## config.mk

```make
export PLATFORM = sky130hd
export DESIGN_NAME = ysyx_scoreboard
export DESIGN_NICKNAME = d
export VERILOG_FILES = /design/src/rtl/ysyx_scoreboard.sv
export SDC_FILE = /design/constraint.sdc
export NUM_CORES = 1
export LEC_CHECK = 0
export CORE_AREA = 2 2 84 86
export DETAILED_ROUTE_END_ITERATION = 12
export DIE_AREA = 0 0 86 88
export PLACE_DENSITY = 0.69
export SETUP_SLACK_MARGIN = 0.1
export SYNTH_ARGS = -nofsm -noshare
export SYNTH_HDL_FRONTEND = slang
export SYNTH_SLANG_ARGS = --single-unit
export TNS_END_PERCENT = 100
```

## constraint.sdc

```tcl
create_clock -name clk -period 11.48 [get_ports clk]
set_input_delay 2.296 -clock clk [delete_from_list [all_inputs] [get_ports clk]]
set_output_delay 2.296 -clock clk [all_outputs]
set_load 0.1 [all_outputs]
```

## src/rtl/ysyx_scoreboard.sv

```systemverilog
// ysyx_scoreboard: in-order register write scoreboard with speculative flush.
// Ports: clk, rst (sync, active-low); issue_* offer from decode; fwd_* from
// execute; wb_* retire; spec_resolve/flush from branch unit; rf_table busy
// bits, hazard, issue_ready, count/full/empty occupancy, sticky err.
module ysyx_scoreboard #(
  parameter int DEPTH = 4,
  parameter int NREG  = 16
) (
  input  logic                     clk,
  input  logic                     rst,
  input  logic                     issue_valid,
  input  logic [3:0]               issue_rd,
  input  logic                     issue_wen,
  input  logic                     issue_spec,
  input  logic [3:0]               issue_rs1,
  input  logic [3:0]               issue_rs2,
  input  logic                     issue_use_rs1,
  input  logic                     issue_use_rs2,
  input  logic                     fwd_valid,
  input  logic [3:0]               fwd_rd,
  input  logic                     wb_valid,
  input  logic [3:0]               wb_rd,
  input  logic                     spec_resolve,
  input  logic                     flush,
  output logic [NREG-1:0]          rf_table,
  output logic                     hazard,
  output logic                     issue_ready,
  output logic [$clog2(DEPTH):0]   count,
  output logic                     full,
  output logic                     empty,
  output logic                     err
);

  localparam int AW = $clog2(DEPTH);

  logic [DEPTH-1:0]      v_q, v_d;
  logic [DEPTH-1:0]      sp_q, sp_d;
  logic [DEPTH-1:0][3:0] rd_q, rd_d;
  logic [AW:0]           head_q, head_d;
  logic [AW:0]           tail_q, tail_d;
  logic [AW:0]           cnt_q, cnt_d;
  logic                  err_q, err_d;
  logic [AW:0]           nspec;
  logic                  h1, h2;

  assign full  = (cnt_q == (AW+1)'(DEPTH));
  assign empty = (cnt_q == '0);
  assign count = cnt_q;
  assign err   = err_q;

  always_comb begin
    rf_table = '0;
    for (int i = 0; i < DEPTH; i++)
      if (v_q[i]) rf_table[rd_q[i]] = 1'b1;
    rf_table[0] = 1'b0;
  end

  // A source still in flight is a hazard unless execute forwards it now.
  assign h1 = issue_use_rs1 & rf_table[issue_rs1]
            & !(fwd_valid & (fwd_rd == issue_rs1));
  assign h2 = issue_use_rs2 & rf_table[issue_rs2]
            & !(fwd_valid & (fwd_rd == issue_rs2));
  assign hazard      = issue_valid & (h1 | h2);
  assign issue_ready = !hazard & !full;

  // Order within a cycle: retire, then flush truncation, then push.
  always_comb begin
    v_d    = v_q;
    sp_d   = sp_q;
    rd_d   = rd_q;
    head_d = head_q;
    tail_d = tail_q;
    cnt_d  = cnt_q;
    err_d  = err_q;
    nspec  = '0;
    if (wb_valid && wb_rd != 4'd0) begin
      if (empty) begin
        err_d = 1'b1;
      end else begin
        if (rd_q[head_q[AW-1:0]] != wb_rd) err_d = 1'b1;
        v_d[head_q[AW-1:0]] = 1'b0;
        head_d = head_q + 1'b1;
        cnt_d  = cnt_d - 1'b1;
      end
    end
    if (flush) begin
      // Speculative entries sit at the youngest end, so drop them off tail.
      for (int i = 0; i < DEPTH; i++) begin
        if (v_d[i] && sp_d[i]) begin
          v_d[i] = 1'b0;
          nspec  = nspec + 1'b1;
        end
      end
      tail_d = tail_d - nspec;
      cnt_d  = cnt_d - nspec;
    end else if (spec_resolve) begin
      sp_d = '0;
    end
    if (issue_valid && issue_ready && !flush
        && issue_wen && issue_rd != 4'd0) begin
      v_d[tail_d[AW-1:0]]  = 1'b1;
      rd_d[tail_d[AW-1:0]] = issue_rd;
      sp_d[tail_d[AW-1:0]] = issue_spec;
      tail_d = tail_d + 1'b1;
      cnt_d  = cnt_d + 1'b1;
    end
  end

  always_ff @(posedge clk) begin
    if (!rst) begin
      v_q    <= '0;
      sp_q   <= '0;
      rd_q   <= '0;
      head_q <= '0;
      tail_q <= '0;
      cnt_q  <= '0;
      err_q  <= 1'b0;
    end else begin
      v_q    <= v_d;
      sp_q   <= sp_d;
      rd_q   <= rd_d;
      head_q <= head_d;
      tail_q <= tail_d;
      cnt_q  <= cnt_d;
      err_q  <= err_d;
    end
  end

endmodule

```

### Yosys cells after proc, flatten, opt, wreduce, memory -nomap -nowiden

Cells that the tools add are included.

| operators by class | value |
|---|---|
| $add $sub $neg | 9 |
| reduce and logical (&&, ||, !) cells | 26 |
| $lt $le $gt $ge | 14 |
| equal/unequal tests | 4 |
| multiplexer cells | 53 |
| bitwise logic cells | 16 |

Operator list:

| operator | number |
|---|---|
| 2-to-1 mux 16 bit | 4 |
| bitwise OR 16 bit | 3 |
| 2-to-1 mux 3 bit | 13 |
| 2-to-1 mux 4 bit | 9 |
| < comparator 4 x 5 -> 1 bit, second input constant | 6 |
| adder 3 x 1 -> 3 bit, second input constant | 6 |
| bitwise mux 16 bit | 1 |
| demux 1 bit (select 4 bit) | 4 |
| >= comparator 4 x 1 -> 1 bit, second input constant | 4 |
| logical AND 1 bit | 15 |
| 2-to-1 mux 1 bit | 15 |
| AND 1 bit | 8 |
| binary-select mux 1 bit (select 4 bit) | 2 |
| binary-select mux 4 bit (select 2 bit) | 1 |
| demux 4 bit (select 2 bit) | 1 |
| equality test 4 bit | 2 |
| nonzero test 4 bit | 2 |
| < comparator 2 x 3 -> 1 bit, second input constant | 2 |
| subtractor 3 bit | 2 |
| zero test 1 bit | 5 |
| AND 4 bit | 1 |
| bitwise mux 4 bit | 1 |
| demux 1 bit (select 2 bit) | 2 |
| >= comparator 2 x 1 -> 1 bit, second input constant | 2 |
| 10 further kinds | 11 |

| word-level totals | value |
|---|---|
| input bits | 31 |
| output and inout port bits | 24 |
| logic and storage cells | 132 |
| flip-flop bits (word level) | 34 |

### Longest topological paths before layout

Gate-level depths: netlist of the first run.

| logic depth | value |
|---|---|
| word-level depth | 28 |
| gate-level depth with buffers | 22 |
| mapped depth without buffers | 21 |

### Worst setup path after synthesis of the first run

No wires, ideal clock.

| timing path | value |
|---|---|
| path kind | in2out |
| start point | in issue_rs1[2] |
| end point | out issue_ready |
| data required time | 9.184 ns |
| buffers on the path | 1 |
| arrival | 5.666 ns |
| stages | 8 |
| setup slack | 3.518 ns |
| cells stage by stage | clkbuf_1 -> xor2_1 -> o41ai_1 -> a21oi_1 -> nand4_1 -> o31ai_4 -> o21a_1 -> nor2_1 |

| on the way | value |
|---|---|
| longest elaborated chain between the ends | 8 |
| elaborated cells on any way between the ends | 11 |
| classes of those cells | 1 x eq/ne; 2 x mux; 6 x bitwise; 2 x reduce/logical |

Ends and longest elaborated chain:

| element | RTL line | text |
|---|---|---|
| from (decl) | 15 | `input logic [3:0] issue_rs1,` |
| binary-select mux 1 bit (select 4 bit) or equality test 4 bit (tied branches) | 59, 60 |  |
| 2-to-1 mux 1 bit (not written as such) or AND 1 bit (tied branches) | 59, 60 |  |
| AND 1 bit or zero test 1 bit (tied branches) | 59, 60 |  |
| AND 1 bit * | 60 | `& !(fwd_valid & (fwd_rd == issue_rs1));` |
| bitwise OR 1 bit * | 63 | `assign hazard = issue_valid & (h1 \| h2);` |
| AND 1 bit * | 63 |  |
| named net hazard | 26 | `output logic hazard,` |
| zero test 1 bit * | 64 | `assign issue_ready = !hazard & !full;` |
| AND 1 bit * | 64 |  |
| to (decl) | 27 | `output logic issue_ready,` |

Mark *: on every way through the listed nets, which the timed path passes. The rest lies on a longest branch. The select of a mux whose other input is x is not followed.

### Final worst setup path of the first run

| timing path | value |
|---|---|
| start point | in issue_rs1[2] |
| end point | out issue_ready |

| on the way | value |
|---|---|
| longest elaborated chain between the ends | 8 |
| elaborated cells on any way between the ends | 11 |
| classes of those cells | 1 x eq/ne; 2 x mux; 6 x bitwise; 2 x reduce/logical |

Ends and longest elaborated chain:

| element | RTL line |
|---|---|
| binary-select mux 1 bit (select 4 bit) or equality test 4 bit (tied branches) | 59, 60 |
| 2-to-1 mux 1 bit (not written as such) or AND 1 bit (tied branches) | 59, 60 |
| AND 1 bit or zero test 1 bit (tied branches) | 59, 60 |
| AND 1 bit * | 60 |
| bitwise OR 1 bit * | 63 |
| AND 1 bit * | 63 |
| zero test 1 bit * | 64 |
| AND 1 bit * | 64 |

Mark *: on every way between the ends. The rest lies on a longest branch, timed or not. The select of a mux whose other input is x is not followed.

==> results.md, run 1 <==
- Tmin final: 8050 ps
- Core area: 0.00664 mm^2
- Critical Path AT: 5750 ps
- H-tree levels: 2
- Top FF cell, synth: dfxtp_1
- Post-synth top area share: 0.217
- Max Clock Freq: 124 MHz
- Critical path class: input port to primary output
- Die area: 0.00757 mm^2
- Post-cts sizing count: 0
- Crit. End Element: primary output
- Num CTS Buffers: 5
- Layout cell share with drive strength beyond 1: 0.0941
- CP required: 9180 ps
- Clock Latency Late Sink: 290 ps
- RSZ-0062 raised after global routing: no
- DRC: 0
- YS warnings: 0
- Postcts setup bufs: 0
- Syn Area/Cell: 8.59 um^2
- Pwr/cell area: 127 mW/mm^2
- Combinational share of power: 0.479
- Top delay family on crit path: buffers and inverters
- MaxCap Viol Count: 0
- EDFF count, synth: 0
- Crit path max fanout: 11
- Chip width: 86 um
- Initial DRC count: 141
- Initial antenna violation count: 0
- Synth cell types: 60
- Clk sink count: 32
- Antenna Violating Nets Remaining: 0
- Seq/Total Area, Yosys: 0.217
- Final setup viols: 0
- Worst slew pin tran: 985 ps
- Synthesized area: 0.00295 mm^2
- Grt ovf: 0
- Slew headroom: 0.341
- Hold WC Path Type: register to register
- Sequential share of power: 0.286
- Synth area leader: dfxtp_1
- Clk pwr share: 0.234
- Switching power total: 0.206 mW
- First-pass GRT wire length: 13000 um
- Hold_buf cts: 0
- Area Overhead vs Synth: 23.7%
- Final nets: 440
- Synth cell count leaders: dfxtp_1 (32), nand2_1 (32), mux2i_1 (24)
- Crit share post-route: 0.701
- Tot GR Track Use: 0.217
- Ys async rst share: 0
- CP max stage delay: 1130 ps
- Clock Skew: 15.2 ps
- Clock Root Buffer: clkbuf_8
- Status: finished clean
- CTS tree: yes
- Most Frequent Cell on Critical Path: clkdlybuf4s50_1
- Die H: 88 um
- Clk buf depth: 2
- Max VDD drop: 0.130 mV
- CP bufs+invs: 2
- HPWL after DPL: 6540 um
- Yosys reg bits: 32
- Initial Util: 0.444
- Core Rows: 30
- Vias in the first global route: 2590
- Synth area leaders: dfxtp_1 (22%), mux2i_1 (8.2%), ha_1 (6.8%)
- Lkg Pwr: 1.35 nW
- Hold Fails Final Rpt: 0
- Max-slew violation count: 0
- Final hold slack: 478 ps
- Io pins: 55
- Slowest CP cell: clkdlybuf4s50_1
- Largest net degree at the start of global routing: 18
- Routed wire per std cell: 17.3 um
- Synth Instances: 343
- Gp weighted congestion: 1.00
- Mapped Nets: 391
- Diodes inserted: 0
- Via count: 2761
- Setup_tns: 0 ps
- Power Internal: 0.257 mW
- Post-Route WL: 8200 um
- Initial DRT Pass Iterations: 4
- Crit-path cells: clkdlybuf4s50_1 > xor2_1 > o41ai_1 > a21oi_1 > nand4_1 > o31ai_4 > o21a_1 > nor2_1 > clkdlybuf4s50_1
- Clock transition at path regs: 80 ps
- CP Launch Type: input port
- Switching Fraction: 0.445
- Vias per cell: 5.84
- PortBufs: 53
## worst paths after layout
path	start	endpoint	slack, ps	cells past startpoint
max	issue_rs1[2]	issue_ready	3430	9
max reg2reg	count[0]$_SDFF_PN0_	rd_q[11]$_SDFFE_PN0P_	7110	19
min	sp_q[0]$_SDFF_PN0_	sp_q[0]$_SDFF_PN0_	480	2
min reg2reg	sp_q[0]$_SDFF_PN0_	sp_q[0]$_SDFF_PN0_	480	2
## worst min-delay path: cells and delay by family, from the launching register on
family,cells,cell delay (ps)
simple gates,1,60
flops,1,330
mux,1,50
## cell usage in the layout, fill, tap and decap left out, types with 8 or more instances in the layout
cell / instances
o22ai_1: 21
nand2b_1: 8
ha_1: 16
inv_1: 23
nand2_1: 32
o21ai_0: 8
nor2b_1: 21
mux2i_1: 24
nor2_1: 13
a21oi_1: 8
clkdlybuf4s50_1: 53
xnor2_1: 9
or2_2: 8
dfxtp_1: 32
nand3_1: 8
xor2_1: 14
## power by group through the flow
| stage | Sequential [mW] | Clock, mW | Combinational, mW |
|---|---|---|---|
| after floorplan | 0.164 | 0 | 0.137 |
| after global placement | 0.135 | 0 | 0.219 |
| after detailed placement | 0.135 | 0 | 0.222 |
| after CTS | 0.133 | 0.111 | 0.222 |
| after global routing | 0.134 | 0.116 | 0.240 |
| final | 0.133 | 0.108 | 0.222 |
## cell families after synthesis
kind of cell,Yosys count,share of synthesized area
adders and majority gates,17,0.0747
and+or+nand+nor,126,0.259
muxes,31,0.129
buffers and inverters,36,0.0471
other,1,0.00127
DFF,32,0.217
AOI/OAI and AO/OA,77,0.204
xor gates and xnor gates,23,0.0684
## registers in the layout, indices dropped and copies added (netlist names)
name	flops
tail_q	2
v_q	4
sp_q	4
count	3
head_q	2
rd_q	16
err	1
## layout make-up
cell class                      count  area [um^2]
Fill cell                         637         3000
Multi-Input combinational cell    275         2170
Sequential cell                    32          641
Timing Repair Buffer               54          538
Tap cell                           80          100
Inverter                           24         90.1
Clock buffer                        6         72.6
Clock inverter                      2         35.0
## per-stage QoR
step                area [um^2]  total power [mW]  setup WS [ps]  cells   util
floorplan                  2950             0.301           3520    343      -
global placement           3540             0.354           3570    465  0.532
detailed placement         3540             0.357           3480    465  0.532
CTS                        3640             0.466           3470    473  0.548
global route               3640             0.490           3280    473  0.548
finish                     3640             0.463           3430    473  0.548
## metal layers
| metal | up-vias | part of all wire | global-route usage | wire length (um) |
|---|---|---|---|---|
| met5 | - | 0 | 0 | 0 |
| met4 | 0 | 0.012 | 0.0519 | 98 |
| met3 | 10 | 0.054 | 0.0254 | 443 |
| met2 | 106 | 0.46 | 0.360 | 3760 |
| met1 | 1303 | 0.47 | 0.301 | 3890 |
| li1 | 1342 | - | - | - |
Note: power is estimated with default switching activity, not from simulation.
==> run 2, diff against run 1 <==
Clock period 11.48 ns to 8.1 ns, I/O delays scaled along.
==> run 2 against run 1 <==
  * Worst setup slack lost 2000 ps
  * Power grew 34%
  * Combinational power grew 41%
  * Register-to-register slack lost 3400 ps
  * Wire length shrank 0.17%
  * Final area shrank 0.82%
  * Non-clock buffer count is the same
  * Via count shrank 0.51%
  * Cell count shrank 0.21%
  * Sequential power grew 41%
  * Core utilization shrank 0.45 points
  * Sequential share of layout area grew 0.15 points
==> results.md, run 2 (synthesized netlist as in run 1, its figures left out) <==
- Status: finished clean
- Final hold slack: 476 ps (-1.94 ps)
- Most common cell after layout, fill and taps aside: clkdlybuf4s50_1
- Slowest CP cell: clkdlybuf4s50_1
- RSZ-0062 raised after global routing: no
- First-pass GRT wire length: 13300 um (+1.9%)
- Top delay family on crit path: buffers and inverters
- Diodes inserted: 0 (unchanged)
- Grt ovf: 0 (unchanged)
- Chip width: 86 um (unchanged)
- Max Clock Freq: 149 MHz
- Tmin final: 6690 ps
- Postcts setup bufs: 0 (unchanged)
- Initial antenna violation count: 0 (unchanged)
- Final nets: 440 (unchanged)
- Critical Path AT: 5070 ps (-680 ps)
- Max-slew violation count: 0 (unchanged)
- PortBufs: 53 (unchanged)
- Hold WC Path Type: register to register
- Area Overhead vs Synth: 22.6%
- Clock transition at path regs: 80 ps (about the same)
- Worst R2R End: rd_q[8]$_SDFFE_PN0P_
- Most frequent cells in the layout: clkdlybuf4s50_1 (53), nand2_1 (32), dfxtp_1 (32), mux2i_1 (24), inv_1 (23)
- MaxCap Viol Count: 0 (unchanged)
- Clk buf depth: 2 (unchanged)
- Gp weighted congestion: 1.00 (about the same)
- Initial Util: 0.444 (unchanged)
- Die H: 88 um (unchanged)
- Clock Latency Late Sink: 290 ps (about the same)
- Via count: 2747 (-0.51%)
- Slew headroom: 0.335 (-0.00566)
- Crit. End Element: primary output
- Crit path max fanout: 11 (unchanged)
- Setup_tns: 0 ps (unchanged)
- Crit-path cells: clkdlybuf4s50_1 > xor2_1 > o41ai_1 > a21oi_1 > nand4_1 > o31ai_4 > o21a_1 > nor2_1 > clkdlybuf4s50_1
- Die area: 0.00757 mm^2 (unchanged)
- CP max stage delay: 1130 ps (about the same)
- Layout cell share with drive strength beyond 1: 0.0918 (-0.00231)
- Io pins: 55 (unchanged)
- HPWL after DPL: 6530 um (-0.11%)
- CP endpoint: issue_ready
- Antenna Violating Nets Remaining: 0 (unchanged)
- R2R Setup Slk: 3720 ps (-3390 ps)
- Most Frequent Cell on Critical Path: clkdlybuf4s50_1
- Initial DRC count: 152 (+7.8%)
- Reg2reg path depth: 19 (unchanged)
- Hold_buf cts: 0 (unchanged)
- Clk sink count: 32 (unchanged)
- Crit share post-route: 0.826
- H-tree levels: 2 (unchanged)
- Largest net degree at the start of global routing: 18 (unchanged)
- Critical path depth: 9 (unchanged)
- Max reg flops: 16 (unchanged)
- Setup Slack @ Placement: 1460 ps (-2010 ps)
- CP Launch Type: input port
- Hold Fails Final Rpt: 0 (unchanged)
- Vias per cell: 5.82 (-0.30%)
- Lkg Pwr: 1.34 nW (-1.0%)
- Clock Skew: 13.5 ps (-1.66 ps)
- Clock Root Buffer: clkbuf_8
- Max VDD drop: 0.117 mV (-11%)
- FF-to-FF Start: count[0]$_SDFF_PN0_
- Initial DRT Pass Iterations: 4 (unchanged)
- Post-cts sizing count: 0 (unchanged)
- CP bufs+invs: 2 (unchanged)
- Biggest register: rd_q
- CTS tree: yes
- Post-Route WL: 8180 um (-0.17%)
- Worst slew pin tran: 994 ps (+8.46 ps)
- Tot GR Track Use: 0.223 (+0.00655)
- Final worst setup slack: 1410 ps (-2030 ps)
- Final setup viols: 0 (unchanged)
- Regs by FF count: rd_q (16), sp_q (4), v_q (4)
- Crit path launch: issue_rs1[2]
- DRC: 0 (unchanged)
- Pwr/cell area: 172 mW/mm^2 (+35%)
- Num CTS Buffers: 5 (unchanged)
- CP required: 6480 ps (-2700 ps)
- Vias in the first global route: 2668 (+3.0%)
- Critical path class: input port to primary output
- Routed wire per std cell: 17.3 um (about the same)
- Core Rows: 30 (unchanged)
- Core area: 0.00664 mm^2 (unchanged)
## run 2: changes by cell type in the layout (fill, tap and decap cells not counted)
cell | before | now
bufinv_16 | 1 | 0
## run 2: tightest hold or removal path, stage by stage (launching register included)
cell     delay [ps]
dfxtp_1         330
nand2_1          60
mux2i_1          50
## run 2: worst min path at each step
stage                        from  cells past startpoint  slack, ps                 end
2_1_floorplan  sp_q[0]$_SDFF_PN0_                      2        440  sp_q[0]$_SDFF_PN0_
3_3_place_gp   sp_q[1]$_SDFF_PN0_                      2        460  sp_q[1]$_SDFF_PN0_
3_5_place_dp   sp_q[3]$_SDFF_PN0_                      2        460  sp_q[3]$_SDFF_PN0_
4_1_cts        sp_q[3]$_SDFF_PN0_                      2        470  sp_q[3]$_SDFF_PN0_
5_1_grt        sp_q[3]$_SDFF_PN0_                      2        490  sp_q[3]$_SDFF_PN0_
6_report       sp_q[3]$_SDFF_PN0_                      2        480  sp_q[3]$_SDFF_PN0_
## run 2: per-stage QoR
stage	power [mW]	utilization	cells	area [um^2]
floorplan	0.427	-	343	2950
global placement	0.502	0.532	465	3540
finish	0.620	0.544	472	3610
detailed placement	0.504	0.532	465	3540
global route	0.655	0.544	472	3610
CTS	0.623	0.544	472	3610
## run 2: metal layers
| metal | vias up | wire [um] | global-route usage |
|---|---|---|---|
| met3 | 11 | 529 | 0.0368 |
| met2 | 109 | 3720 | 0.359 |
| met5 | - | 0 | 0 |
| met1 | 1292 | 3790 | 0.303 |
| met4 | 0 | 139 | 0.0779 |
| li1 | 1335 | - | - |
## run 2: area by class of cell
class | count | area [um^2]
timing repair buffer | 54 | 538
tap | 80 | 100
fill | 620 | 3030
multi-input combinational | 275 | 2170
clock inverter | 1 | 5.00
sequential | 32 | 641
inverter | 24 | 90.1
clock buffer | 6 | 72.6
## run 2: where the power goes
group	total, mW	switching [mW]	internal, mW	leakage (nW)
registers	0.188	0.0178	0.170	0.259
clock network	0.119	0.0601	0.0584	0.0410
logic	0.314	0.211	0.103	1.04
